<file path="config.mk">
export PLATFORM = sky130hd
export DESIGN_NAME = req_arbiter8_flat
export DESIGN_NICKNAME = d
export VERILOG_FILES = /design/src/rtl/req_arbiter8_if.sv /design/src/rtl/req_arbiter8.sv /design/src/flat_wrapper.sv
export SDC_FILE = /design/constraint.sdc
export NUM_CORES = 1
export LEC_CHECK = 0
export ABC_CLOCK_PERIOD_IN_PS = 8000
export BUFFER_PORTS_ARGS = -buffer_cell sky130_fd_sc_hd__buf_2
export CAP_MARGIN = 20
export CORE_MARGIN = 1
export CORE_UTILIZATION = 38
export DETAILED_ROUTE_END_ITERATION = 8
export MAX_ROUTING_LAYER = met4
export PLACE_DENSITY_LB_ADDON = 0.05
export SYNTH_ARGS = -nofsm -noshare
export SYNTH_HDL_FRONTEND = slang
export SYNTH_SLANG_ARGS = --single-unit
</file>
<file path="constraint.sdc">
create_clock -name clk -period 8 [get_ports clk]
set_input_delay 0.8 -clock clk [delete_from_list [all_inputs] [get_ports clk]]
set_output_delay 0.8 -clock clk [all_outputs]
set_load 0.02 [all_outputs]
</file>
<file path="src/rtl/req_arbiter8_if.sv">
// Request/grant bundle between requesting units and the 8-way arbiter.
// The master side drives requests; the slave side (the arbiter) returns grants.
interface req_arbiter8_if;
  logic       ena;
  logic [7:0] req;
  logic [7:0] gnt;
  logic [2:0] gnt_id;
  logic       gnt_valid;
  logic       any_req;

  modport master (
    output ena, req,
    input  gnt, gnt_id, gnt_valid, any_req
  );

  modport slave (
    input  ena, req,
    output gnt, gnt_id, gnt_valid, any_req
  );
endinterface

</file>
<file path="src/rtl/req_arbiter8.sv">
// 8-way arbiter for one shared port: fixed or round-robin priority,
// registered one-hot grant held per tenure up to a quantum of cycles.
module req_arbiter8 #(
  parameter int          RR_EN   = 1,
  parameter int unsigned QUANTUM = 16
) (
  input  logic           clk,
  input  logic           rst_n,
  req_arbiter8_if.slave  bus
);

  localparam int QW =
    (QUANTUM > 0) ? $clog2(QUANTUM + 1) : 1;
  localparam logic [QW-1:0] QLAST =
    QW'((QUANTUM > 0) ? QUANTUM - 1 : 0);

  typedef enum logic [1:0] {
    IDLE,
    GRANT,
    GAP
  } state_t;

  state_t          state;
  logic [2:0]      last_id;
  logic [QW-1:0]   hold_cnt;
  logic [2:0]      start;
  logic [2:0]      idx;
  logic [2:0]      win;
  logic            found;
  logic            q_hit;
  logic            done;

  assign bus.any_req = |bus.req;

  // Descending search from start, wrapping 0 -> 7.
  always_comb begin
    start = (RR_EN != 0) ? last_id - 3'd1 : 3'd7;
    idx   = start;
    win   = 3'd0;
    found = 1'b0;
    for (int i = 0; i < 8; i++) begin
      idx = start - 3'(i);
      if (!found && bus.req[idx]) begin
        win   = idx;
        found = 1'b1;
      end
    end
  end

  assign q_hit = (QUANTUM != 0) && (hold_cnt == QLAST);
  assign done  = !bus.req[bus.gnt_id] || q_hit;

  always_ff @(posedge clk or negedge rst_n) begin
    if (!rst_n) begin
      state         <= IDLE;
      bus.gnt       <= 8'h00;
      bus.gnt_id    <= 3'd0;
      bus.gnt_valid <= 1'b0;
      last_id       <= 3'd0;
      hold_cnt      <= '0;
    end else begin
      unique case (state)
        IDLE, GAP: begin
          if (bus.ena && found) begin
            state         <= GRANT;
            bus.gnt       <= 8'h01 << win;
            bus.gnt_id    <= win;
            bus.gnt_valid <= 1'b1;
            hold_cnt      <= '0;
          end else begin
            state         <= IDLE;
            bus.gnt       <= 8'h00;
            bus.gnt_valid <= 1'b0;
          end
        end
        GRANT: begin
          if (done) begin
            state         <= GAP;
            bus.gnt       <= 8'h00;
            bus.gnt_valid <= 1'b0;
            last_id       <= bus.gnt_id;
          end else begin
            hold_cnt <= hold_cnt + QW'(1);
          end
        end
        default: begin
          state         <= IDLE;
          bus.gnt       <= 8'h00;
          bus.gnt_valid <= 1'b0;
        end
      endcase
    end
  end

endmodule

</file>
<file path="src/flat_wrapper.sv">
// flat-port wrapper written by rule: the top's interface ports become plain ports
module req_arbiter8_flat 
#(
  parameter int          RR_EN   = 1,
  parameter int unsigned QUANTUM = 16
)
  (clk, rst_n, bus_ena, bus_req, bus_gnt, bus_gnt_id, bus_gnt_valid, bus_any_req);
  req_arbiter8_if bus_i ();
  input  logic clk;
  input  logic rst_n;
  input wire logic [$bits(bus_i.ena)-1:0] bus_ena;
  input wire logic [$bits(bus_i.req)-1:0] bus_req;
  output wire logic [$bits(bus_i.gnt)-1:0] bus_gnt;
  output wire logic [$bits(bus_i.gnt_id)-1:0] bus_gnt_id;
  output wire logic [$bits(bus_i.gnt_valid)-1:0] bus_gnt_valid;
  output wire logic [$bits(bus_i.any_req)-1:0] bus_any_req;
  assign bus_i.ena = bus_ena;
  assign bus_i.req = bus_req;
  assign bus_gnt = bus_i.gnt;
  assign bus_gnt_id = bus_i.gnt_id;
  assign bus_gnt_valid = bus_i.gnt_valid;
  assign bus_any_req = bus_i.any_req;
  req_arbiter8 #(.RR_EN(RR_EN), .QUANTUM(QUANTUM)) u_core (.clk(clk), .rst_n(rst_n), .bus(bus_i));
endmodule
</file>
# Word-level counts from Yosys, hierarchy flattened
# Index checks and enable logic that the tools add are counted.
# totals
regBits,22
latch_bits,0
ram_bits,0
mem_bits_ro,0
inputBits,11
out_inout_bits,13
elab_cells,101
mem_count,0
# op_classes
n_addsub,9
multipliers,0
n_div,0
order_cmp,9
eq_ne,6
shifts,1
muxes,46
bitwise_logic,0
reduce_logical,24
# op_table
cell,n
"3-bit by 4-bit < comparator with 1-bit output, second input constant",9
1-bit binary-select mux with 3-bit select,9
3-bit 2-to-1 mux,8
1-bit 2-to-1 mux,20
8-bit 2-to-1 mux,2
8-bit one-hot mux with 2 select lines,1
"3-bit subtractor, second input constant",4
5-bit 2-to-1 mux,2
5-bit one-hot mux with 2 select lines,1
1-bit logical AND,8
1-bit zero test,8
8-bit OR reduction,1
"1-bit by 3-bit << shifter with 8-bit output, first input constant",1
"3-bit by 1-bit subtractor with 3-bit output, second input constant",2
"3-bit by 2-bit subtractor with 3-bit output, second input constant",2
"5-bit by 1-bit adder with 5-bit output, second input constant",1
"5-bit by 4-bit equality test with 1-bit output, second input constant",1
"2-bit by 1-bit != test with 1-bit output, second input constant",2
2-bit one-hot mux with 2 select lines,1
2-bit AND reduction,2
3-bit AND reduction,1
"2-bit by 1-bit equality test with 1-bit output, second input constant",1
"2-bit equality test, second input constant",1
2-bit zero test,1
other kinds (6),6

# Logic depth before layout (Yosys ltp)
# Gate-level depths: netlist (run 1).
# depth
word_depth,28
mapped_depth,14
mapped_depth_nobuf,10

# Worst setup path before layout (run 1)
# OpenSTA, ideal clock, no wires.
# synth_timing
path_type,register to register
from,reg u_core.last_id[0]
to,reg u_core.bus.gnt[2]
setup_ns,0.122
t_arrival_ns,3.407
t_required_ns,7.878
slack_ns,4.472
path_stages_with_launch,13
path_buffers,3
period_less_slack_ns,3.528
cell_sequence,dfrtp_1 -> buf_6 -> buf_2 -> inv_1 -> ha_1 -> buf_6 -> mux4_2 -> or2_1 -> mux4_2 -> a311oi_2 -> o32ai_1 -> a211o_1 -> a32o_1
# synth_between
elab_chain_len,28
word_cells_on_any_way,58
classes_between,8 x add/sub; 1 x shift; 34 x mux; 15 x reduce/logical
# synth_lines
element,line,text
"start, declared",req_arbiter8.sv:24,logic [2:0] last_id;
"start signal, assigned",req_arbiter8.sv:81,last_id <= bus.gnt_id;
3-bit by 1-bit subtractor with 3-bit output *,req_arbiter8.sv:37,start = (RR_EN != 0) ? last_id - 3'd1 : 3'd7;
branches (longest 25 deep; another with 3-bit by 1-bit subtractor with 3-bit output),--,
8-bit 2-to-1 mux *,req_arbiter8.sv:64,if (bus.ena && found) begin
8-bit one-hot mux with 2 select lines *,req_arbiter8.sv:62,unique case (state)
"end signal, assigned",req_arbiter8.sv:66,bus.gnt <= 8'h01 << win;
"end, declared",req_arbiter8_if.sv:18,"output gnt, gnt_id, gnt_valid, any_req"
# Every way passes the cells marked *. The select of a mux whose other input is x is not followed.
# A chain may end at the register's enable or synchronous reset.

# Worst setup path after layout (run 1)
# layout_timing
from,reg u_core.last_id[0]
to,reg u_core.bus.gnt[6]
# The elaborated chain is that of the path after synthesis.

==> results of run 1 <==
-- critical path: stages, from the launching register on --
cell and delay, ns:
sky130_fd_sc_hd__dfrtp_1 0.97, sky130_fd_sc_hd__inv_1 0.22, sky130_fd_sc_hd__ha_1 1.01, sky130_fd_sc_hd__mux4_2 0.67, sky130_fd_sc_hd__or2_1 0.24, sky130_fd_sc_hd__mux4_2 0.54, sky130_fd_sc_hd__a311oi_2 0.29, sky130_fd_sc_hd__o32ai_1 0.18
sky130_fd_sc_hd__a211o_1 0.41, sky130_fd_sc_hd__a32o_1 0.27
-- layout by cell type (no fill, tap or decap), types with 5 or more instances in the layout --
cell type                  netlist  layout
sky130_fd_sc_hd__a21oi_1         5       5
sky130_fd_sc_hd__a22oi_1         5       5
sky130_fd_sc_hd__buf_2           2      23
sky130_fd_sc_hd__dfrtp_1        22      22
sky130_fd_sc_hd__inv_1           7       7
sky130_fd_sc_hd__mux2_2          7       7
sky130_fd_sc_hd__mux2i_1         5       5
sky130_fd_sc_hd__mux4_2         12      12
sky130_fd_sc_hd__nand2_1        18      18
sky130_fd_sc_hd__nor2_1         19      19
sky130_fd_sc_hd__nor2b_1         5       5
sky130_fd_sc_hd__nor4bb_1        6       6
sky130_fd_sc_hd__o21ai_0        10      10
-- layer usage --
layer	track usage (%)	share of wire [%]
met5	-	0
met4	2.67	0.71
met3	3.31	3.6
met2	30.9	47
met1	28.8	49
-- through the flow --
step	worst slack [ns]	cell area, sq um
final	3.08	2250
after global routing	2.72	2250
after CTS	3.11	2250
after detailed placement	3.13	2190
after global placement	3.23	2190
after floorplan	4.47	2050
-- flip-flops by register name (all words and copies together), names as in the netlist --
signal / flops
u_core.bus.gnt: 8
u_core.hold_cnt: 5
u_core.bus.gnt_id: 3
u_core.last_id: 3
u_core.state: 2
u_core.bus.gnt_valid: 1
-- kinds of logic after synthesis --
logic type                 synth area share (%)
and+or+nand+nor                            21.9
buffers and inverters                      4.51
adders and majority gates                  2.44
AOI/OAI and AO/OA                          18.3
xor gates and xnor gates                   4.08
DFF                                        26.8
muxes                                      22.0
-- layout make-up --
cell class	instances	area, sq um
clock buffer	4	55.1
fill	514	2920
inverter	8	30.0
multi-input combinational	169	1410
sequential	22	551
tap	70	87.6
timing repair buffer	23	115
-- final timing paths --
path                              startpoint                 end  slack, ns  depth (start not counted)
min                                    rst_n   u_core.bus.gnt[5]       0.49                          1
min reg2reg                u_core.bus.gnt[4]   u_core.bus.gnt[4]       0.49                          2
max reg2reg                u_core.last_id[0]   u_core.bus.gnt[6]       3.08                          9
max                        u_core.last_id[0]   u_core.bus.gnt[6]       3.08                          9
min in group clk           u_core.bus.gnt[4]   u_core.bus.gnt[4]       0.49                          2
max in group asynchronous              rst_n  u_core.hold_cnt[0]       7.18                          1
==> results.md, run 1 <==
- Status: complete, no violations
- Number of flops mapped to enable cells by yosys: 0
- Post-route antenna net violation count: 0
- Root cell of the clock tree: sky130_fd_sc_hd__clkbuf_8
- Number of buffers on the longest clock path: 2
- Wirelength, routed: between 5000 and 6000 microns
- Number of nets produced by synthesis: approximately 230
- Floorplan die area: between 0.005 and 0.006 sq mm
- Detailed-route via count: about 1800
- Area share of the largest cell type after synthesis: a little over a quarter
- First-pass GRT wire length: roughly 8400 microns
- Critical Path RT: between 8 and 9 ns
- Number of iterations in the first detailed-routing pass: 4
- Die extent in x: 75.5 microns
- Worst Path Max Fanout: 29
- Dominant cell by count in the synthesized netlist: sky130_fd_sc_hd__dfrtp_1
- Clock insertion delay at the later pin of the skew report: between 0.2 and 0.3 ns
- Main area contributors after synthesis: sky130_fd_sc_hd__dfrtp_1 (27%), sky130_fd_sc_hd__mux4_2 (13%), sky130_fd_sc_hd__mux2_2 (3.8%)
- Synthesized netlist cell count: approximately 210
- Final setup violation count: 0
- Final critical-path required period: between 4 and 5 ns
- Maximum frequency from static timing analysis: 0.203 GHz
- Unrepaired setup endpoints after global routing: no
- Initial standard-cell utilization of the core: ~40%
- Resized Gates After CTS: 0
- Clock buffer count from CTS: 3
- Pin count of the biggest net entering global routing: 30
- DPL Wire Length: 3750 microns
- Sequential fraction of the synthesis area: between 20 and 30%
- Mean instance size in the synthesized netlist: slightly below 10 sq um
- Slew at the pin with the worst max-slew slack: 0.975 ns
- Die height: 75.5 microns
- All-layer global routing usage: 20.2%
- Fraction of final layout cells with drive strength greater than 1: approximately 22%
- Count of placed standard cells in the final layout, fillers left out: ~300
- Utilization of the core after routing: between 40% and 50%
- Worst Path Arrival: slightly above 5 ns
- Sort of element at the start of the critical path: flop
- Count of nets after finishing: between 200 and 250
- Post-CTS Hold Buffers: 0
- Worst Setup End Kind: flop
- Cell type contributing the most total cell area after synthesis: sky130_fd_sc_hd__dfrtp_1
- Core area: between 0.005 and 0.006 sq mm
- Netlist area before placement: 0.00205 sq mm
- Final period util: between 60% and 70%
- Worst Setup Path Type: reg -> reg
- CTS tree: done
- Sink Count: 22
- Number of flip-flops and latches in the synthesized netlist: 22
- Mean routed wirelength per cell: 17.1 microns
- Residual DRC count: 0
- Row count: 26
- Via count of the first global-routing pass: approximately 1700
- Global route total overflow: 0
- Number of hold-slack violations in the final timing report: 0
- Diodes inserted: 0
- Drt via density: roughly 6.0
- Tightest hold margin: 0.487 ns
- Count of final max-slew check failures: 0
- Number of instances in the placed design: about 300
- Async set-or-reset flop fraction in the synthesized netlist: 100%
- Top_reg_cell synth: sky130_fd_sc_hd__dfrtp_1
- IO Port Bufs: 23
- Ports placed on the boundary: 24
- Yosys warnings: 0
- Clock-pin slew on the worst setup and hold paths: around 0.08 ns
- Relative slew slack: between 30% and 40%
- Most frequent cells after synthesis: sky130_fd_sc_hd__dfrtp_1 (22), sky130_fd_sc_hd__nor2_1 (19), sky130_fd_sc_hd__nand2_1 (18)
- Initial DRC Count: 194
- Distinct cell type count after synthesis: between 50 and 60
- H-tree Lvls: 1
- Aggregate negative setup slack: 0 ns
- Setup skew after layout: approximately 0.0047 ns
- Layout area overhead: 9.50%
- Number of buffers inserted to repair setup after CTS: 0
- Final Wtd Congestion: roughly 0.94
- Class of the worst hold path: in -> async
- Max-cap violations: 0
- Initial antenna violation count: 0
Power of run 1 is not shown: default switching activity piles up to over one toggle a cycle in this logic, so the estimate is an artifact.
==> run 2: changes to the inputs <==
--- a/config.mk
+++ b/config.mk
@@ -5,7 +5,7 @@
 export SDC_FILE = /design/constraint.sdc
 export NUM_CORES = 1
 export LEC_CHECK = 0
-export ABC_CLOCK_PERIOD_IN_PS = 8000
+export ABC_CLOCK_PERIOD_IN_PS = 4000
 export BUFFER_PORTS_ARGS = -buffer_cell sky130_fd_sc_hd__buf_2
 export CAP_MARGIN = 20
 export CORE_MARGIN = 1
==> constraint.sdc (replaced) <==
create_clock -name clk -period 4 [get_ports clk]
set_input_delay 0.4 -clock clk [delete_from_list [all_inputs] [get_ports clk]]
set_output_delay 0.4 -clock clk [all_outputs]
set_load 0.02 [all_outputs]
==> run 2 against run 1 <==
  * Hold slack got worse by 0.40 ns
  * Setup slack got worse by 2.5 ns
  * Critical path depth increased by 2
  * Maximum frequency increased by 42%
  * Global-route usage increased by 0.38 points
  * Count of clock-buffer cells in the layout decreased by 1
  * Highest routed layer unchanged
==> results.md, run 2 (synthesis results as in run 1) <==
- Pin count of the biggest net entering global routing: 29
- Count of nets after finishing: roughly 250
- Residual DRC count: 0
- Number of buffers on the longest clock path: 2
- M2 GR Usage: a little under a third
- Floorplan die area: approximately 0.0057 sq mm
- Max-cap violations: 0
- Maximum frequency from static timing analysis: between 0.2 and 0.3 GHz
- Commonest non-fill, non-tap cell in the layout: sky130_fd_sc_hd__buf_2
- Die extent in x: 75.5 microns
- Slew at the pin with the worst max-slew slack: around 0.80 ns
- H-tree Lvls: 1
- Number of hold-slack violations in the final timing report: 0
- Drt via density: around 6
- Highest-count cells in the layout ignoring fill and taps: sky130_fd_sc_hd__buf_2 (23), sky130_fd_sc_hd__dfrtp_1 (22), sky130_fd_sc_hd__nor2_1 (19)
- Unrepaired setup endpoints after global routing: no
- Sort of element at the start of the critical path: flop
- Status: complete, no violations
- Aggregate negative setup slack: 0 ns
- Count of final max-slew check failures: 0
- Resized Gates After CTS: 0
- Clock insertion delay at the later pin of the skew report: around 0.26 ns
- Fill cells: 499
- Clock-pin slew on the worst setup and hold paths: around 0.080 ns
- DPL Wire Length: 3820 microns
- Met1 usage: between 30% and 40%
- IO Port Bufs: 23
- Detailed-route via count: 1804
- Number of iterations in the first detailed-routing pass: 4
- Global route total overflow: 0
- Via count of the first global-routing pass: about 1700
- Critical Path RT: around 4.2 ns
- Ports placed on the boundary: 24
- Final Wtd Congestion: roughly 0.9
- Worst Setup End Kind: flop
- Leading registers by flop count: u_core.bus.gnt: 8 flops, u_core.hold_cnt: 5 flops
- Worst Setup Path Type: reg -> reg
- Mean routed wirelength per cell: around 17 microns
- Core area: about 0.0052 sq mm
- All-layer global routing usage: roughly a fifth
- Number of buffers inserted to repair setup after CTS: 0
- Sink Count: 22
- Setup skew after layout: between 0.006 and 0.007 ns
- Clock buffer count from CTS: 3
- Final period util: just under 90%
- Register with the most flip-flops: u_core.bus.gnt
- Final setup violation count: 0
- Final critical-path required period: roughly 3.5 ns
- Post-route antenna net violation count: 0
- Post-CTS Hold Buffers: 0
- Row count: 26
- Relative slew slack: between 40 and 50%
- GR Util met3: around 3.7%
- Wirelength, routed: roughly 5200 microns
- Initial antenna violation count: 0
- Layout area overhead: 11.4%
- Class of the worst hold path: in -> async
- Initial standard-cell utilization of the core: about two fifths
- Diodes inserted: 0
- Worst Path Max Fanout: 27
- Worst Path Arrival: about 3.6 ns
- Root cell of the clock tree: sky130_fd_sc_hd__clkbuf_8
- First-pass GRT wire length: around 8500 microns
- Utilization of the core after routing: 44.2%
- Fraction of final layout cells with drive strength greater than 1: between 20% and 30%
- Flip-flop count of the largest register, all copies and words added: 8
- Initial DRC Count: 176
- CTS tree: done
- Layer with the highest usage: met1
- Die height: 75.5 microns
==> run 2: cell count changes in the layout (fill, tap and decap cells not counted) <==
| cell | change |
|---|---|
| sky130_fd_sc_hd__bufinv_16 | +1 |
| sky130_fd_sc_hd__buf_4 | +3 |
| sky130_fd_sc_hd__clkbuf_8 | -1 |
==> run 2: final timing paths <==
| kind | startpoint | cells past startpoint | slack, ns | end |
|---|---|---|---|---|
| min | rst_n | 1 | 0.08 | u_core.bus.gnt[4] |
| max in group asynchronous | rst_n | 1 | 3.58 | u_core.hold_cnt[4] |
| max | u_core.last_id[0] | 11 | 0.53 | u_core.bus.gnt_id[1] |
| min reg2reg | u_core.bus.gnt[0] | 2 | 0.48 | u_core.bus.gnt[0] |
| max reg2reg | u_core.last_id[0] | 11 | 0.53 | u_core.bus.gnt_id[1] |
| min in group clk | u_core.bus.gnt[0] | 2 | 0.48 | u_core.bus.gnt[0] |
==> run 2: layout make-up <==
class | count | area [sq um] | area share (%)
Timing Repair Buffer | 26 | 138 | 6.01
Sequential cell | 22 | 551 | 24.1
Inverter | 8 | 30.0 | 1.31
Multi-Input combinational cell | 169 | 1410 | 61.7
Clock buffer | 3 | 41.3 | 1.80
Clock inverter | 1 | 30.0 | 1.31
Tap cell | 70 | 87.6 | 3.83
==> run 2: critical path, stage by stage (launching register included) <==
cell	delay (ns)
sky130_fd_sc_hd__dfrtp_1	0.35
sky130_fd_sc_hd__inv_1	0.08
sky130_fd_sc_hd__ha_1	0.32
sky130_fd_sc_hd__buf_4	0.30
sky130_fd_sc_hd__mux4_2	0.61
sky130_fd_sc_hd__mux2i_1	0.40
sky130_fd_sc_hd__and2_1	0.28
sky130_fd_sc_hd__nand4_1	0.20
sky130_fd_sc_hd__o21ai_0	0.19
sky130_fd_sc_hd__a41oi_1	0.06
sky130_fd_sc_hd__a21o_1	0.28
sky130_fd_sc_hd__mux2_2	0.30
==> run 2: stage by stage <==
step | instances | instance area, sq um | hold WS (ns) | setup WS, ns
6_report | 299 | 2290 | 0.0841 | 0.531
5_1_grt | 299 | 2290 | 0.112 | 0.234
4_1_cts | 299 | 2290 | 0.0986 | 0.569
3_5_place_dp | 295 | 2220 | 0.390 | 0.589
3_3_place_gp | 295 | 2220 | 0.378 | 0.536
2_1_floorplan | 211 | 2050 | 0.104 | 0.472
==> run 2: routing by layer <==
layer  share of wire, %  wire [microns]  up-vias
met2                 46            2420       56
met4               0.34              18        0
li1                   -               -      855
met3                5.3             274        2
met5                  0               0        -
met1                 48            2510      891
Power of run 2 is left out for the same reason.
